==> src/rtl/flit_vc_arbiter_pkg.sv <==
// Shared types and helpers for the per-VC flit arbiter.
// FLIT_WIDTH mirrors the router-wide flit width.
package flit_vc_arbiter_pkg;

  localparam int FLIT_WIDTH = 16;

  function automatic int credits_of(input int log_credits);
    return 1 << log_credits;
  endfunction

endpackage

==> src/rtl/flit_vc_arbiter_rr_arbiter.sv <==
// Combinational round-robin arbiter: first request after ptr wins.
// Also reused by the output-side allocator.
module rr_arbiter #(
  parameter int N  = 2,
  parameter int PW = (N > 1) ? $clog2(N) : 1
) (
  input  logic [N-1:0]  req,
  input  logic [PW-1:0] ptr,
  output logic [N-1:0]  gnt
);

  logic [PW-1:0] idx;
  logic          found;

  always_comb begin
    gnt   = '0;
    found = 1'b0;
    idx   = '0;
    for (int i = 1; i <= N; i++) begin
      idx = PW'((int'(ptr) + i) % N);
      if (!found && req[idx]) begin
        gnt[idx] = 1'b1;
        found    = 1'b1;
      end
    end
  end

endmodule

==> src/rtl/flit_vc_arbiter.sv <==
// Per-VC flit arbiter with credit tracking and a one-entry
// output register toward the crossbar/link stage.
module flit_vc_arbiter
  import flit_vc_arbiter_pkg::*;
#(
  parameter int LOG_NVCS    = 1,
  parameter int LOG_CREDITS = 3,
  localparam int NVCS       = 1 << LOG_NVCS,
  localparam int CW         = LOG_CREDITS + 1
) (
  input  logic                       clock,
  input  logic                       reset,
  input  logic                       enable,
  output logic                       error,
  output logic                       is_quiescent,
  input  logic [NVCS*FLIT_WIDTH-1:0] flit_in,
  input  logic [NVCS-1:0]            flit_in_valid,
  output logic [NVCS-1:0]            dequeue,
  output logic [FLIT_WIDTH-1:0]      flit_out,
  output logic [LOG_NVCS-1:0]        flit_out_vc,
  output logic                       flit_out_valid,
  input  logic                       flit_out_ack,
  input  logic                       credit_in_valid,
  input  logic [LOG_NVCS-1:0]        credit_in_vc,
  output logic                       credit_ack
);

  localparam logic [CW-1:0] CREDITS = CW'(credits_of(LOG_CREDITS));

  logic [CW-1:0]         cnt_q [NVCS];
  logic [CW-1:0]         cnt_d [NVCS];
  logic [LOG_NVCS-1:0]   rr_ptr_q, rr_ptr_d;
  logic [FLIT_WIDTH-1:0] flit_q, flit_d;
  logic [LOG_NVCS-1:0]   vc_q, vc_d;
  logic                  valid_q, valid_d;
  logic                  error_q, error_d;

  logic [NVCS-1:0]     eligible, arb_gnt, gnt;
  logic [LOG_NVCS-1:0] winner;
  logic                slot_free, grant, ret, all_full;

  rr_arbiter #(.N(NVCS), .PW(LOG_NVCS)) u_rr (
    .req (eligible),
    .ptr (rr_ptr_q),
    .gnt (arb_gnt)
  );

  always_comb begin
    eligible = '0;
    winner   = '0;
    all_full = 1'b1;
    for (int v = 0; v < NVCS; v++) begin
      eligible[v] = flit_in_valid[v] & (cnt_q[v] != '0);
      if (arb_gnt[v]) winner = LOG_NVCS'(v);
      if (cnt_q[v] != CREDITS) all_full = 1'b0;
    end
    slot_free = ~valid_q | flit_out_ack;
    grant     = ~reset & enable & slot_free & (|eligible);
    gnt       = grant ? arb_gnt : '0;
    ret       = ~reset & enable & credit_in_valid;
  end

  // A return and a grant on the same VC cancel out.
  always_comb begin
    rr_ptr_d = rr_ptr_q;
    flit_d   = flit_q;
    vc_d     = vc_q;
    valid_d  = valid_q;
    error_d  = error_q;
    for (int v = 0; v < NVCS; v++) begin
      cnt_d[v] = cnt_q[v];
      if (ret && credit_in_vc == LOG_NVCS'(v)) begin
        if (!gnt[v]) begin
          if (cnt_q[v] == CREDITS) error_d = 1'b1;
          else cnt_d[v] = cnt_q[v] + 1'b1;
        end
      end else if (gnt[v]) begin
        cnt_d[v] = cnt_q[v] - 1'b1;
      end
    end
    if (enable && flit_out_ack && !valid_q) error_d = 1'b1;
    if (grant) begin
      flit_d   = flit_in[winner*FLIT_WIDTH +: FLIT_WIDTH];
      vc_d     = winner;
      valid_d  = 1'b1;
      rr_ptr_d = winner;
    end else if (enable && flit_out_ack) begin
      valid_d = 1'b0;
    end
  end

  always_ff @(posedge clock or posedge reset) begin
    if (reset) begin
      rr_ptr_q <= LOG_NVCS'(NVCS - 1);
      flit_q   <= '0;
      vc_q     <= '0;
      valid_q  <= 1'b0;
      error_q  <= 1'b0;
      for (int v = 0; v < NVCS; v++) cnt_q[v] <= CREDITS;
    end else begin
      rr_ptr_q <= rr_ptr_d;
      flit_q   <= flit_d;
      vc_q     <= vc_d;
      valid_q  <= valid_d;
      error_q  <= error_d;
      for (int v = 0; v < NVCS; v++) cnt_q[v] <= cnt_d[v];
    end
  end

  assign dequeue        = gnt;
  assign credit_ack     = ret;
  assign flit_out       = flit_q;
  assign flit_out_vc    = vc_q;
  assign flit_out_valid = valid_q;
  assign error          = error_q;
  assign is_quiescent   = ~valid_q & all_full;

endmodule

==> config.mk <==
export PLATFORM = sky130hd
export DESIGN_NAME = flit_vc_arbiter
export DESIGN_NICKNAME = d
export VERILOG_FILES = /design/src/rtl/flit_vc_arbiter_pkg.sv /design/src/rtl/flit_vc_arbiter_rr_arbiter.sv /design/src/rtl/flit_vc_arbiter.sv
export SDC_FILE = /design/constraint.sdc
export NUM_CORES = 1
export LEC_CHECK = 0
export ABC_AREA = 1
export CAP_MARGIN = 10
export CELL_PAD_IN_SITES_DETAIL_PLACEMENT = 0
export CELL_PAD_IN_SITES_GLOBAL_PLACEMENT = 2
export CORE_ASPECT_RATIO = 0.7
export CORE_UTILIZATION = 33
export CTS_CLUSTER_SIZE = 24
export DETAILED_ROUTE_END_ITERATION = 12
export DONT_BUFFER_PORTS = 1
export PLACE_DENSITY = 0.81
export SLEW_MARGIN = 10
export SYNTH_ARGS = -nofsm -noshare
export SYNTH_HDL_FRONTEND = slang
export SYNTH_SLANG_ARGS = --single-unit
==> constraint.sdc <==
create_clock -name clock -period 1.7 [get_ports clock]
set_clock_uncertainty 0.05 [all_clocks]
set_input_delay 0.255 -clock clock [delete_from_list [all_inputs] [get_ports clock]]
set_output_delay 0.255 -clock clock [all_outputs]
set_load 0.01 [all_outputs]
== After elaboration in Yosys (flattened, before gate mapping) ==
Index checks and enable logic that the tools add are counted.
Operators by class
  $add $sub $neg: 6
  multipliers: 0
  div/mod/pow operators: 0
  magnitude comparators: 4
  equal/unequal tests: 8
  shifts and indexed selects: 1
  multiplexer cells: 32
  bitwise logic cells: 12
  reductions and logical operators: 17
Operator list (number)
  $mux 4: 8
  $shiftx 32x6->16: 1
  $mux 1: 19
  $add 4x1->4 const B: 2
  $eq 4x4->1 const B: 2
  $ne 2x2->1 const B: 4
  $ne 4x4->1 const B: 2
  $reduce_bool 4->1: 2
  $sub 4x1->4 const B: 2
  $and 1x1->1: 7
  $logic_and 1x1->1: 7
  $mux 2: 3
  $reduce_and 3->1: 2
  $reduce_bool 2->1: 3
  $lt 1x2->1 const B: 2
  $not 1->1: 3
  $add 1x1->1 const B: 2
  $demux 1 s1: 2
  $ge 1x1->1 const B: 2
  $logic_not 1->1: 2
  $or 2x2->2: 1
  $reduce_or 2->1: 1
  $or 1x1->1: 1
Storage, ports and cells
  register bits after elaboration: 28
  bits in latches: 0
  RAM bits: 0
  ROM bits: 0
  memories: 0

== Logic depth before layout (Yosys ltp) ==
Gate-level depths: netlist of the first run.
  word-level depth: 15
  gate-level depth with buffers: 13
  mapped depth without buffers: 13

== Cells and area by module ==
From an unflattened synthesis of the first run, not the netlist that was laid out.
Unflattened totals
  cell total of the unflattened synthesis: 222
  area total of the unflattened synthesis: 1751.7 sq um
By module, submodules not included
  flit_vc_arbiter: instances 1, cells each 217, area each 1731.7 sq um
  rr_arbiter: instances 1, cells each 5, area each 20.0 sq um

== Worst setup path after synthesis of the first run ==
No wires, ideal clock.
  path kind: input to register
  from: in reset
  to: reg cnt_q[3] (netlist bit)
  setup time: 0.077 ns
  arrival time: 2.189 ns
  required time: 1.573 ns
  slack: -0.615 ns
  stages on the path: 11
  buffers on the path: 0
  path through: inv_1 > nand4_1 > ha_1 > nand2_1 > nand2_1 > nor2_1 > inv_1 > nand2_1 > nand2_1 > nand3_1 > nand2_1
Between the ends
  cells in the longest elaborated chain, start to end: 7
  elaborated cells on any way between the ends: 12
  classes of those cells: eq/ne (2); mux (2); bitwise (5); reduce/logical (3)
RTL lines
  start: declaration: RTL line flit_vc_arbiter.sv:12  | input logic reset,
  $not 1->1 *: RTL line flit_vc_arbiter.sv:58, flit_vc_arbiter.sv:60
  $and 1x1->1 *: RTL line flit_vc_arbiter.sv:58, flit_vc_arbiter.sv:60
  $and 1x1->1 (2 in series): RTL line flit_vc_arbiter.sv:58  | grant = ~reset & enable & slot_free & (|eligible);
  $mux 2: RTL line flit_vc_arbiter.sv:59  | gnt = grant ? arb_gnt : '0;
  $ne 2x2->1 (no source line) / $reduce_bool 2->1 (equally long branches)
  $reduce_and 3->1 (no source line)
  end: declaration: RTL line flit_vc_arbiter.sv:30  | logic [CW-1:0] cnt_q [NVCS];
Every way passes the cells marked *; elsewhere a longest branch is shown, timed or not.
A chain may end at the register's enable or synchronous reset.

== Worst setup path after layout of the first run ==
  from: reg cnt_q[3] (netlist bit)
  to: out is_quiescent
Between the ends
  cells in the longest elaborated chain, start to end: 3
RTL lines
  $ne 4x4->1: RTL line flit_vc_arbiter.sv:55  | if (cnt_q[v] != CREDITS) all_full = 1'b0;
  $mux 1: RTL line flit_vc_arbiter.sv:55
  $and 1x1->1: RTL line flit_vc_arbiter.sv:116  | assign is_quiescent = ~valid_q & all_full;
  end: declaration: RTL line flit_vc_arbiter.sv:15  | output logic is_quiescent,
No other way between the ends.

==> results of run 1 <==
## registers in the layout, indices dropped and copies added (netlist names)
register / count
flit_out_vc: 1
error: 1
rr_ptr_q: 1
flit_out: 16
flit_out_valid: 1
cnt_q: 8
## worst max-delay path: cells and delay by family (launching register included)
kind,cells,cell delay [ns]
buffers and inverters,1,0.15
flip-flops,1,0.57
AND/OR/NAND/NOR,4,0.36
## metrics by stage
step	cell area, sq um	setup WS, ns
2_1_floorplan	1830	-0.241
3_3_place_gp	1990	0.132
3_5_place_dp	1990	0.0938
4_1_cts	2140	-0.00656
5_1_grt	2160	-0.0659
6_report	2160	0.0384
## synthesized netlist by cell type
cell,number
ha_1,4
nand4_1,4
nand3_1,22
a31oi_1,1
buf_6,2
inv_1,35
o21ai_2,5
nor3_1,1
nor2_1,31
inv_2,1
nand2_1,81
nor2_4,1
a21oi_2,1
a21boi_0,1
buf_2,2
dfstp_2,3
buf_4,1
inv_4,1
nand2_2,11
o21ai_0,3
dfrtp_1,25
a21oi_4,1
o21ai_1,10
fa_1,2
xor2_1,2
## layer usage
metal	global-route usage	vias up	wire length, um
met1	0.201	683	2020
met2	0.264	30	1940
li1	-	807	-
met3	0.0471	2	225
met4	0.0123	0	8
met5	0	-	0
## what timing repair did
item	4_1_cts	5_1_grt
hold endpoints to repair	25	0
hold buffers	1	0
setup endpoints to repair	3	3
buffers inserted	4	0
pin swaps	2	2
cloned	0	0
gates resized for setup	11	9
## cell type report
| type | count | area, sq um |
|---|---|---|
| clock buffers | 3 | 41.3 |
| fillers | 550 | 2830 |
| clock inverters | 1 | 30.0 |
| repair buffers | 18 | 163 |
| flip-flops and latches | 28 | 707 |
| multi-input cells | 181 | 988 |
| inverters | 37 | 145 |
| well taps | 69 | 86.3 |
## power groups by stage
stage                     clock network [W]  logic [W]  registers, W
after floorplan                           0    0.00101       0.00132
after global placement                    0    0.00135       0.00136
after detailed placement                  0    0.00138       0.00136
after CTS                          0.000559    0.00149       0.00136
after global routing               0.000585    0.00172       0.00140
final                              0.000528    0.00148       0.00136
## cell families (layout without fill, tap and decap cells)
group | Yosys count | after routing
flip-flops | 28 | 28
AND/OR/NAND/NOR | 151 | 151
buffers and inverters | 42 | 59
XOR/XNOR | 2 | 2
adder cells (fa/ha/maj) | 6 | 6
AO/OA/AOI/OAI | 22 | 22
## final timing paths
| path | cells after the start | startpoint | slack [ns] | end |
|---|---|---|---|---|
| worst min-delay path | 3 | flit_out_ack | 0.09 | flit_out_valid |
| worst min register to register | 2 | rr_ptr_q | 0.50 | rr_ptr_q |
| worst max-delay path | 5 | cnt_q[3] | 0.04 | is_quiescent |
| min in group asynchronous | 3 | reset | 0.39 | error |
| max in group asynchronous | 3 | reset | 0.88 | rr_ptr_q |
| worst max register to register | 8 | cnt_q[3] | 0.15 | flit_out[14] |
==> flow_summary.json, run 1 <==
{
  "synth_area_per_cell_sq_um": 7.10,
  "synth_area_leaders": "dfrtp_1 (35%), nand2_1 (17%), inv_1 (7.4%)",
  "drcViolationCount": 0,
  "final_max_slew_viol_count": 0,
  "outcome": "finished, final reports clean",
  "antenna_found_initial": 0,
  "instances_no_fill": 337,
  "synth-warning-count": 0,
  "synth_compound_area_frac": 0.0829,
  "finish.utilization": 0.433,
  "synth.top_cell.area_share": 0.351,
  "grt_first_pass_wirelength_mm": 7.08,
  "power_w": 0.00337,
  "cp_slowest_stage_delay_ns": 0.57,
  "power.share.clock": 0.157,
  "portBuffers": 0,
  "synth_top_cell_by_area": "dfrtp_1",
  "drive_above_1_share": 0.257,
  "critPathRequiredTime_ns": 1.39,
  "power_leakage_nw": 1.09,
  "combinationalPowerShare": 0.439,
  "yosys_register_bits": 28,
  "drt_wl_total_mm": 4.19,
  "syn_area_sq_mm": 0.00178,
  "first_global_vias": 1476,
  "insertedDiodeCount": 0,
  "core_sq_mm": 0.00499,
  "crit_path_cell_trace": "nand2_2, nor2_4, nand2_2, nor3_2, buf_4",
  "max_freq_mhz": 602,
  "num_io_pins": 63,
  "clk_latency_ns": 0.27,
  "yosysUniqueCellTypes": 25,
  "worstPathMaxFanout": 4,
  "ant_nets": 0,
  "worstSetupPathType": "flip-flop to primary output",
  "final_cell_mix": "nand2_1 (76), inv_1 (30), nor2_1 (26)",
  "synth_simple_gate_area_share": 0.360,
  "fin_nets": 315,
  "slowest_stage": "dfstp_2",
  "p_sw_w": 0.00140,
  "p_sw_frac": 0.417,
  "clockRootBuffer": "clkbuf_8",
  "period_needed_ns": 1.66,
  "worstHoldPathType": "input pin to flip-flop",
  "relSlewSlack": 0.823,
  "ir_drop_mv": 0.515,
  "finalSetupViolCount": 0,
  "seqPwrFrac": 0.404,
  "critPathMostFrequentCell": "nand2_2",
  "rsz0062_at_grt": "true",
  "num_vias": 1522,
  "p_int_w": 0.00197,
  "hold_violations": 0,
  "synth.area.mux_share": 0,
  "synth-xor-area-share": 0.00983,
  "die_w_um": 89.8,
  "place_hpwl_mm": 3.22,
  "via_per_inst": 4.52,
  "startpoint_type": "flip-flop",
  "start_util": 0.357,
  "gr-total-overflow": 0,
  "h-tree-depth": 1,
  "tightest_slew_ns": 0.266,
  "synth_nets": 297,
  "fin_hold_ws_ns": 0.0927,
  "cp_data_arrival_time_ns": 1.36,
  "tns_ns": 0,
  "cts_sinks": 28,
  "cap_violations": 0,
  "grt_max_degree": 33,
  "syn_inst": 251,
  "cts_tree": "done",
  "rows": 21,
  "crit_path_end_kind": "primary output",
  "cts_buffer_depth": 2,
  "yosysSeqAreaShare": 0.395,
  "synthAdderAreaFrac": 0.0506,
  "dieArea_sq_mm": 0.00570,
  "die_height_um": 63.5,
  "numCtsBuffers": 3,
  "placed_cells": 328,
  "pwr_density_cell_mw_per_mm2": 1560,
  "syn_to_final_growth_pct": 21.3,
  "min_period_over_period": 0.977,
  "synth_top_family_by_area": "simple AND/OR/NAND/NOR gates",
  "drt-initial-drc-count": 37,
  "path_clk_slew_ns": 0.10,
  "place_congestion": 0.770,
  "routedWlPerCell_um": 12.4,
  "final_common_cell": "nand2_1",
  "dr.pass1.iters": 4,
  "grt_use_total": 0.155
}
Power figures use the tool's default switching activity.
==> run 2, diff against run 1 <==
--- a/config.mk
+++ b/config.mk
@@ -10,11 +10,11 @@
 export CELL_PAD_IN_SITES_DETAIL_PLACEMENT = 0
 export CELL_PAD_IN_SITES_GLOBAL_PLACEMENT = 2
 export CORE_ASPECT_RATIO = 0.7
-export CORE_UTILIZATION = 33
+export CORE_UTILIZATION = 30
 export CTS_CLUSTER_SIZE = 24
 export DETAILED_ROUTE_END_ITERATION = 12
 export DONT_BUFFER_PORTS = 1
-export PLACE_DENSITY = 0.81
+export PLACE_DENSITY = 0.75
 export SLEW_MARGIN = 10
 export SYNTH_ARGS = -nofsm -noshare
 export SYNTH_HDL_FRONTEND = slang
==> run 2 against run 1 <==
  * Final area shrank 0.52%
  * Critical path depth shrank 1
  * Largest power group unchanged
  * Sequential power is essentially flat
  * Non-clock buffer count grew 3
  * Total power shrank 5.4%
  * Via count grew 4.0%
  * The run now ends with negative setup slack left
  * Die area grew 9.7%
==> flow_summary.json, run 2 (same netlist as run 1, synthesis figures left out) <==
{
  "num_vias": 1583,
  "violations": "negative setup slack",
  "routedWlPerCell_um": 12.5,
  "pwr_density_cell_mw_per_mm2": 1480,
  "h-tree-depth": 1,
  "critPathRequiredTime_ns": 1.39,
  "num_io_pins": 63,
  "combinationalPowerShare": 0.459,
  "cts_buffer_depth": 2,
  "final_max_slew_viol_count": 0,
  "drive_above_1_share": 0.247,
  "rsz0062_at_grt": "true",
  "seqPwrFrac": 0.422,
  "worstHoldPathType": "input pin to flip-flop",
  "clockRootBuffer": "clkbuf_8",
  "ant_nets": 0,
  "die_height_um": 66.5,
  "place_congestion": 0.786,
  "startpoint_type": "flip-flop",
  "worstSetupPathType": "flip-flop to primary output",
  "via_per_inst": 4.58,
  "final_cell_mix": "nand2_1 (77), inv_1 (31), nor2_1 (26)",
  "cts_tree": "done",
  "grt_max_degree": 33,
  "period_needed_ns": 1.70,
  "ir_drop_mv": 0.566,
  "power_leakage_nw": 1.10,
  "dr.pass1.iters": 4,
  "insertedDiodeCount": 0,
  "core_sq_mm": 0.00573,
  "grt_first_pass_wirelength_mm": 6.84,
  "first_global_vias": 1410,
  "min_period_over_period": 1.00,
  "dieArea_sq_mm": 0.00626,
  "place_hpwl_mm": 3.33,
  "relSlewSlack": 0.822,
  "fillers": 632,
  "worst_slack_ns": -0.00299,
  "fin_nets": 318,
  "cp_data_arrival_time_ns": 1.40,
  "place_ws_ns": 0.0505,
  "path_clk_slew_ns": 0.10,
  "syn_to_final_growth_pct": 20.6,
  "finalSetupViolCount": 1,
  "portBuffers": 0,
  "grt_use_total": 0.144,
  "worstPathMaxFanout": 4,
  "die_w_um": 94.1,
  "cap_violations": 0,
  "start_util": 0.311,
  "p_int_w": 0.00181,
  "power.share.clock": 0.119,
  "p_sw_frac": 0.432,
  "rows": 23,
  "largest_register_ff_count": 16,
  "drcViolationCount": 0,
  "gr-total-overflow": 0,
  "tightest_slew_ns": 0.266,
  "numCtsBuffers": 3,
  "final_common_cell": "nand2_1",
  "drt_wl_total_mm": 4.32,
  "cts_sinks": 28,
  "max_freq_mhz": 587,
  "clk_latency_ns": 0.27,
  "drt-initial-drc-count": 46,
  "hold_violations": 0,
  "crit_path_end_kind": "primary output",
  "p_sw_w": 0.00138,
  "power_w": 0.00319,
  "outcome": "finished with violations",
  "antenna_found_initial": 0
}
-- run 2: final cells by class --
cell class,instances,area [sq um],share of cell area
tap,75,93.8,0.0437
timing repair buffer,21,185,0.0861
clock buffer,4,45.0,0.0210
inverter,37,145,0.0675
multi-input combinational,181,976,0.454
sequential,28,704,0.328
-- run 2: final timing paths --
check | cells after the start | startpoint | slack [ns] | endpoint
setup reg to reg | 7 | cnt_q[3] | 0.09 | cnt_q[2]
setup / recovery | 4 | cnt_q[3] | -0.003 | dequeue[1]
hold reg to reg | 2 | rr_ptr_q | 0.48 | rr_ptr_q
max in group asynchronous | 3 | reset | 0.88 | rr_ptr_q
hold / removal | 3 | flit_out_ack | 0.09 | flit_out_valid
min in group asynchronous | 3 | reset | 0.39 | error
-- run 2: metal layers --
metal | vias up | track usage | part of all wire | routed length (um)
met4 | 0 | 0.0192 | 0.0042 | 18
met3 | 2 | 0.0422 | 0.048 | 208
met1 | 732 | 0.194 | 0.47 | 2040
met2 | 35 | 0.233 | 0.48 | 2050
met5 | - | 0 | 0 | 0
li1 | 814 | - | - | -
-- run 2: critical path: stages (launching register included) --
cell	delay, ns
dfstp_2	0.58
nor2_2	0.06
a21oi_2	0.23
nand3_2	0.16
inv_2	0.10
-- run 2: power by group through the flow --
| stage | sequential [W] | clock (W) | combinational (W) |
|---|---|---|---|
| global placement | 0.00136 | 0 | 0.00135 |
| finish | 0.00135 | 0.000380 | 0.00146 |
| floorplan | 0.00132 | 0 | 0.00101 |
| global route | 0.00139 | 0.000431 | 0.00169 |
| CTS | 0.00135 | 0.000401 | 0.00148 |
| detailed placement | 0.00136 | 0 | 0.00138 |
-- run 2: what timing repair did --
item,CTS,global route
gates resized for setup,7,7
hold endpoints to repair,25,0
cloned,0,0
hold buffers,1,0
pin swaps,4,5
setup endpoints to repair,3,7
buffers inserted,6,1
-- run 2: per-stage QoR --
step | util | area, sq um | setup TNS [ns] | hold WS, ns | cells
floorplan | - | 1830 | -0.746 | 0.119 | 251
CTS | 0.371 | 2120 | -0.0191 | 0.0827 | 345
global placement | 0.350 | 2000 | 0 | 0.128 | 334
detailed placement | 0.350 | 2000 | 0 | 0.129 | 334
finish | 0.375 | 2150 | -0.00299 | 0.0874 | 346
global route | 0.375 | 2150 | -0.195 | 0.0865 | 346
